[src/rtl/ultrasonic_multi_sensor.sv]
// rtl/ultrasonic_multi_sensor.sv - round-robin multi-channel HC-SR04 ranging controller; optional near flags via ULTRASONIC_NEAR_DETECT_EN
module ultrasonic_multi_sensor #(
    parameter int clk_frequency                 = 50000000,
    parameter int n_channels                    = 4,
    parameter int distance_width                = 9,
    parameter int max_range_in_centimeters      = 400,
    parameter int slot_in_milliseconds          = 60,
    parameter int trig_time_in_microseconds     = 10,
    parameter int near_threshold_in_centimeters = 30,
    localparam int ch_width = (n_channels > 1) ? $clog2(n_channels) : 1
) (
    input  logic                                 clk,
    input  logic                                 reset,
    output logic [n_channels-1:0]                trig,
    input  logic [n_channels-1:0]                echo,
    output logic [n_channels*distance_width-1:0] distance,
    output logic [n_channels-1:0]                valid,
    output logic [n_channels-1:0]                timeout,
    output logic [n_channels-1:0]                near,
    output logic                                 strobe,
    output logic [ch_width-1:0]                  strobe_channel
);

    localparam int slot_time     = slot_in_milliseconds * (clk_frequency / 1000);
    localparam int trig_time     = trig_time_in_microseconds * (clk_frequency / 1000000);
    localparam int cycles_per_cm = clk_frequency * 2 / 343 / 100;
    localparam int timeout_time  = max_range_in_centimeters * cycles_per_cm;
    localparam int cnt_w         = $clog2(slot_time);
    localparam int psc_w         = (cycles_per_cm > 1) ? $clog2(cycles_per_cm) : 1;

    localparam logic [cnt_w-1:0]          slot_last = cnt_w'(slot_time - 1);
    localparam logic [cnt_w-1:0]          trig_last = cnt_w'(trig_time - 1);
    localparam logic [cnt_w-1:0]          trig_end  = cnt_w'(trig_time);
    localparam logic [cnt_w-1:0]          wait_last = cnt_w'(trig_time + timeout_time - 1);
    localparam logic [psc_w-1:0]          psc_last  = psc_w'(cycles_per_cm - 1);
    localparam logic [distance_width-1:0] max_cm    = distance_width'(max_range_in_centimeters);
    localparam logic [ch_width-1:0]       ch_last   = ch_width'(n_channels - 1);

    if (slot_time <= trig_time + 2 * timeout_time) begin : g_bad_slot
        $error("slot_time must exceed trig_time + 2*timeout_time");
    end
    if (max_range_in_centimeters >= (1 << distance_width) ||
        near_threshold_in_centimeters >= (1 << distance_width)) begin : g_bad_width
        $error("distance_width too narrow for range or near threshold");
    end

    typedef enum logic [1:0] {st_trig, st_wait, st_meas, st_gap} state_t;

    state_t                    state, state_next;
    logic [cnt_w-1:0]          slot_cnt;
    logic [ch_width-1:0]       ch;
    logic [n_channels-1:0]     sync1, sync2, ch_onehot;
    logic                      echo_prev, echo_sel, rise, fall;
    logic [psc_w-1:0]          psc;
    logic [distance_width-1:0] cm, cm_next;
    logic                      meas_start, result_write, result_timeout;
    logic [distance_width-1:0] result_distance;

    assign echo_sel = sync2[ch];
    assign rise     = echo_sel & ~echo_prev;
    assign fall     = ~echo_sel & echo_prev;
    // The counter saturates at max so a stuck-high echo can never wrap it.
    assign cm_next  = (psc == psc_last && cm != max_cm) ? cm + 1'b1 : cm;

    // Decode the active channel into a trigger mask.
    always_comb begin
        ch_onehot     = '0;
        ch_onehot[ch] = 1'b1;
    end

    // Two-flop synchronizer on every echo pin plus an edge-detect copy of the selected channel.
    always_ff @(posedge clk or posedge reset) begin
        if (reset) begin
            sync1     <= '0;
            sync2     <= '0;
            echo_prev <= 1'b0;
        end else begin
            sync1     <= echo;
            sync2     <= sync1;
            echo_prev <= echo_sel;
        end
    end

    // Slot timer and round-robin channel pointer.
    always_ff @(posedge clk or posedge reset) begin
        if (reset) begin
            slot_cnt <= '0;
            ch       <= '0;
        end else if (slot_cnt == slot_last) begin
            slot_cnt <= '0;
            ch       <= (ch == ch_last) ? '0 : ch + 1'b1;
        end else begin
            slot_cnt <= slot_cnt + 1'b1;
        end
    end

    // FSM state register.
    always_ff @(posedge clk or posedge reset) begin
        if (reset) state <= st_trig;
        else       state <= state_next;
    end

    // Next state and result selection; the slot boundary always restarts in TRIG.
    always_comb begin
        state_next      = state;
        meas_start      = 1'b0;
        result_write    = 1'b0;
        result_timeout  = 1'b0;
        result_distance = '0;
        case (state)
            st_trig: if (slot_cnt == trig_last) state_next = st_wait;
            st_wait: begin
                if (rise) begin
                    meas_start = 1'b1;
                    state_next = st_meas;
                end else if (slot_cnt == wait_last) begin
                    result_write    = 1'b1;
                    result_timeout  = 1'b1;
                    result_distance = max_cm;
                    state_next      = st_gap;
                end
            end
            st_meas: begin
                // A falling edge in the saturation cycle still counts as a real echo.
                if (fall) begin
                    result_write    = 1'b1;
                    result_distance = cm_next;
                    state_next      = st_gap;
                end else if (cm_next == max_cm) begin
                    result_write    = 1'b1;
                    result_timeout  = 1'b1;
                    result_distance = max_cm;
                    state_next      = st_gap;
                end
            end
            default: state_next = st_gap;
        endcase
        if (slot_cnt == slot_last) state_next = st_trig;
    end

    // Prescaler and centimetre counter, cleared on the rising edge of the echo.
    always_ff @(posedge clk or posedge reset) begin
        if (reset) begin
            psc <= '0;
            cm  <= '0;
        end else if (meas_start) begin
            psc <= '0;
            cm  <= '0;
        end else if (state == st_meas) begin
            psc <= (psc == psc_last) ? '0 : psc + 1'b1;
            cm  <= cm_next;
        end
    end

    // Registered trigger so it stays low during reset and rises on the first clock after it.
    always_ff @(posedge clk or posedge reset) begin
        if (reset) trig <= '0;
        else       trig <= (state == st_trig && slot_cnt < trig_end) ? ch_onehot : '0;
    end

    // Result registers and measurement strobe.
    always_ff @(posedge clk or posedge reset) begin
        if (reset) begin
            distance       <= '0;
            valid          <= '0;
            timeout        <= '0;
            strobe         <= 1'b0;
            strobe_channel <= '0;
        end else begin
            strobe <= result_write;
            if (result_write) begin
                distance[ch*distance_width +: distance_width] <= result_distance;
                timeout[ch]    <= result_timeout;
                valid[ch]      <= 1'b1;
                strobe_channel <= ch;
            end
        end
    end

`ifdef ULTRASONIC_NEAR_DETECT_EN
    localparam logic [distance_width-1:0] near_cm = distance_width'(near_threshold_in_centimeters);

    // Near flag derived from the stored result, one cycle behind it.
    always_ff @(posedge clk or posedge reset) begin
        if (reset) begin
            near <= '0;
        end else begin
            for (int k = 0; k < n_channels; k++) begin
                near[k] <= valid[k] & ~timeout[k] &
                           (distance[k*distance_width +: distance_width] < near_cm);
            end
        end
    end
`else
    assign near = '0;
`endif

endmodule

[config.mk]
export PLATFORM = sky130hd
export DESIGN_NAME = ultrasonic_multi_sensor
export DESIGN_NICKNAME = d
export VERILOG_FILES = /design/src/rtl/ultrasonic_multi_sensor.sv
export SDC_FILE = /design/constraint.sdc
export NUM_CORES = 1
export LEC_CHECK = 0
export BUFFER_PORTS_ARGS = -buffer_cell sky130_fd_sc_hd__clkbuf_2
export CORE_UTILIZATION = 59
export CTS_CLUSTER_SIZE = 20
export DETAILED_ROUTE_END_ITERATION = 16
export PLACE_DENSITY_LB_ADDON = 0.25
export SETUP_SLACK_MARGIN = 0.4
export SLEW_MARGIN = 30
export SYNTH_ARGS = -nofsm -noshare
export SYNTH_HDL_FRONTEND = slang
export SYNTH_SLANG_ARGS = --single-unit
[constraint.sdc]
create_clock -name clk -period 4.1 [get_ports clk]
set_clock_uncertainty 0.05 [all_clocks]
set_input_delay 0.205 -clock clk [delete_from_list [all_inputs] [get_ports clk]]
set_output_delay 0.205 -clock clk [all_outputs]
set_load 0.02 [all_outputs]
======== After elaboration in Yosys (flattened, before gate mapping) ========
Cells that the tools add are included.
word-level totals
  memory bits (writable) .................. 0
  memories kept ........................... 0
  input bits .............................. 6
  register bits ........................... 107
  memory bits (read-only) ................. 0
  bits in latches ......................... 0
operators by class
  magnitude comparators ................... 3
  add/subtract/negate cells ............... 5
  div/mod/pow operators ................... 0
  eq/ne operators ......................... 12
  muxes and demuxes ....................... 36
  shifts and indexed selects .............. 2
  multipliers ............................. 1
  reductions and logical operators ........ 6
  bitwise operators ....................... 5
operator list
  kind                     number
  $mux 9                   7
  $bwmux 36                1
  $mux 12                  3
  $shift 9x34->36 const A  1
  $shiftx 9x34->36         1
  $neg 6->34               1
  $add 22x1->22 const B    1
  $eq 22x21->1 const B     1
  $eq 22x22->1 const B     1
  $eq 22x9->1 const B      1
  $lt 22x9->1 const B      1
  $mux 22                  1
  $pmux 9 s2               1
  $mux 2                   7
  $add 12x1->12 const B    1
  $eq 12x12->1 const B     1
  $add 9x1->9 const B      1
  $eq 9x9->1 const B       1
  $mux 1                   9
  $ne 9x9->1 const B       1
  $ne 4x4->1 const B       2
  $mul 2x4->6 const B      1
  $pmux 2 s3               1
  $bwmux 4                 1
  other kinds (17)         23

======== Logic depth before layout (Yosys ltp) ========
  depth after elaboration ................. 9
  depth in mapped cells ................... 10
  depth with buffers taken out ............ 8

======== Worst setup path after synthesis ========
Ideal clock, no wire load.
  path kind ............................... reg-to-reg
  from .................................... reg cm[0]
  to ...................................... reg timeout[0]
  buffers on the path ..................... 0
  setup slack ............................. 1.405 ns
  library setup time ...................... 0.125 ns
  required time ........................... 3.925 ns
  cell stages (with the launch flop) ...... 9
  clock period less this slack ............ 2.695 ns
  data arrival time ....................... 2.520 ns
  cell sequence ........................... dfrtp_1 > inv_1 > ha_1 > or4b_1 > a31o_1 > a41oi_2 > o21ai_4 > o32ai_2 > mux2_2
between the ends
  cells in the longest elaborated chain, start to end .. 8
  elaborated cells on any way between the ends .. 11
  classes of those cells .................. add/sub (1); eq/ne (2); mux (7); reduce/logical (1)
RTL lines
  element                                              line  text
  start, declared                                      55    logic [distance_width-1:0] cm, cm_next;
  start signal, assigned                               151   cm <= cm_next;
  branches (longest 2 deep; another with $add 9x1->9)  -
  $mux 9 (*)                                           63    assign cm_next = (psc == psc_last && cm != max_cm) ? cm + 1'b1 : cm;
  $eq 9x9->1 (*)                                       129   end else if (cm_next == max_cm) begin
  $mux 1 (*)                                           129
  $mux 1                                               125   if (fall) begin
  $pmux 1 s2                                           110   case (state)
  $bwmux 4                                             173   timeout[ch] <= result_timeout;
  end signal, assigned by index                        173
  end, declared                                        18    output logic [n_channels-1:0] timeout,
Mark *: on every way between the ends.
A chain may end at the register's enable or synchronous reset.

======== Worst setup path after layout ========
Same ends and word-level chain as after synthesis.

==> reports/qor.yml <==
peakVddDrop_mv: 0.189
htreeDepth: 3
portBuffers: 56
grt_max_degree: 79
place_congestion: 0.855
wl_per_cell_um: 17.4
clk_pin_slew_worst_paths_ns: 0.11
cap_violations: 0
cts_tree: "built"
crit_chain: "inv_1 > ha_1 > or4b_1 > a31o_1 > a41oi_2 > o21ai_4 > o31ai_1 > mux2_2"
cp.required_ns: 4.36
drt_wl_total_um: 11600
clkSinkCount: 107
first_pass_iters: 13
ant_nets: 0
diodes: 0
clk_latency_ns: 0.37
drcViolationCount: 4
syn_avg_cell_area_um2: 11.1
clockBufferDepth: 2
area_growth_pct: 10.7
grt_pass1_wl_um: 19300
dp_cells: 642
antenna_found_initial: 0
ctsResizeCount: 0
netlist_area_um2: 5460
critPathArrivalTime_ns: 3.34
critical_path_class: "flop to flop"
cp-startpoint: "cm[0]"
cts_buffers: 9
p_clk_share_pct: 36.4
start_util_pct: 61.7
sw_frac_of_total_pct: 24.2
fin_crit_ns: 3.09
yosysSeqAreaShare_pct: 49.1
synth_seq_cells: 107
hpwl_um: 8140
r2r_setup_slack_ns: 1.01
postCtsHoldBufs: 5
violations: "design-rule violations"
die-width_um: 98.2
drv_slew: 0
nFillCells: 677
endpoint_kind: "flop"
post_cts_buffers: 0
seq_power_share_pct: 61.7
yosysWarnings: 0
row_count: 34
p_int_mw: 1.30
grt_pass1_vias: 3929
critPathTopFamily: "compound AO/OA/AOI/OAI gates"
nets: 572
grt_setup_unrepaired: "no"
pin_count: 61
worstSetupStartpointType: "flop"
p_switching_mw: 0.416
dr.first_iter.drc_count: 170
p_comb_share_pct: 2.0
die_area_um2: 9630
track_usage_pct: 25.2
dr_total_vias: 4028
synth_flop_cell: "dfrtp_1"
die_h_um: 98.2
instances_no_fill: 663
synthCells: 493
status: "complete, but fails checks"
pre_cts_ws_ns: 1.16
cts-root-buf: "clkbuf_8"
max_stage_delay_ns: 0.56
worst_slack_ns: 1.01
cpMaxStageDelayCell: "o31ai_1"
grt_overflow: 0
synth-async-reset-ratio_pct: 100
synth_edf_count: 0
hold_viol: 0
ys_types: 68
finalCritPeriodShare_pct: 75.3
setup_tns_ns: 0
leakagePower_nw: 2.77
viasPerCell: 6.08
final-setup-viol-count: 0
hold_start: "sync1[2]"
p_per_area_nw_per_um2: 285
reg2reg_from: "cm[0]"
worst_slew_pin_slew_ns: 0.859
design.core.area_um2: 8850
cp_num_buf_inv: 1
fin_util_pct: 68.2
hold_path_class: "flop to flop"
max_freq_ghz: 0.324
slew_headroom_pct: 41.9
drive_gt1_share_pct: 20.5
worstPathMaxFanout: 10
-- final timing paths --
kind | endpoint | cells after the start
worst max-delay path | timeout[0] | 8
worst min-delay path | sync2[2] | 0
worst max register to register | timeout[0] | 8
worst min register to register | sync2[2] | 0
max in group asynchronous | psc[7] | 4
min in group asynchronous | distance[4] | 3
-- cells by family after synthesis --
logic type | Yosys count | synth area share, %
compound gates | 88 | 15.3
xor+xnor | 41 | 6.58
fa+ha+maj | 16 | 3.67
buf+inv | 38 | 3.35
flops | 107 | 49.1
mux | 12 | 2.91
other cells | 1 | 0.0687
simple gates | 190 | 19.1
-- synth_stat cells (12+ instances only) --
library cell  instances  area share [%]
a22o_1               12             1.9
ha_1                 16             3.7
inv_1                17             1.2
dfrtp_1             107              49
nand2_1              34             2.3
nand3_1              22             2.0
o2bb2ai_1            24             3.9
xor2_1               23             3.7
xnor2_1              18             2.9
nand4_1              15             1.7
nor2_1               46             3.2
nor3_1               14             1.3
-- sequential cells by signal, summed over array words and instances, names as in the netlist --
| signal | cells |
|---|---|
| state | 2 |
| sync1 | 4 |
| cm | 9 |
| echo_prev | 1 |
| sync2 | 4 |
| valid | 4 |
| strobe_channel | 2 |
| ch | 2 |
| slot_cnt | 22 |
| psc | 12 |
| distance | 36 |
| timeout | 4 |
| strobe | 1 |
| trig | 4 |
-- layout make-up --
type	count	area, um2	area share (%)
sequential	107	2680	44.4
multi-input combinational	351	2610	43.3
timing repair buffer	64	353	5.84
tap	108	135	2.24
clock buffer	9	124	2.05
inverter	17	68.8	1.14
clock inverter	7	66.3	1.10
-- power groups by stage --
| stage | sequential [mW] | combinational [mW] | clock [mW] |
|---|---|---|---|
| 2_1_floorplan | 1.08 | 0.0242 | 0 |
| 3_3_place_gp | 1.08 | 0.0301 | 0 |
| 3_5_place_dp | 1.08 | 0.0311 | 0 |
| 4_1_cts | 1.06 | 0.0346 | 0.639 |
| 5_1_grt | 1.06 | 0.0395 | 0.676 |
| 6_report | 1.06 | 0.0337 | 0.625 |
-- placed cells by master, fill, tap and decap left out, drive strengths merged, types with 4 or more instances in the layout --
cell and instances:
o32ai 5, and2 6, a32oi 4, o21ai 9, nor4 4, or2 6
a21oi 8, o211ai 4, dlygate4sd3 5, and4 9, nor4bb 4, clkbuf 65
a22o 12, and3 6, mux2 9, nor4b 4, conb 4, ha 16
nor2 46, inv 21, o2bb2ai 25, nand3 22, xor2 23, xnor2 18
o21a 4, nand4 15, dfrtp 107, nor3 16, nand2 34, or3 6
-- metal layers --
layer  routed length, um  GRT usage [%]  vias up
met4                 182           8.50        0
li1                    -              -     1903
met3                 376           4.65       16
met5                   0              0        -
met2                5610           40.0       91
met1                5390           35.1     2018
-- per-stage QoR --
step / instance area, um2 / total power [mW] / hold slack, ns
after floorplan: 5470 / 1.11 / 0.186
after global placement: 5790 / 1.11 / 0.264
after detailed placement: 5790 / 1.11 / 0.268
after CTS: 6030 / 1.73 / 0.312
after global routing: 6040 / 1.78 / 0.327
final: 6040 / 1.72 / 0.310
Power figures use the tool's default switching activity.
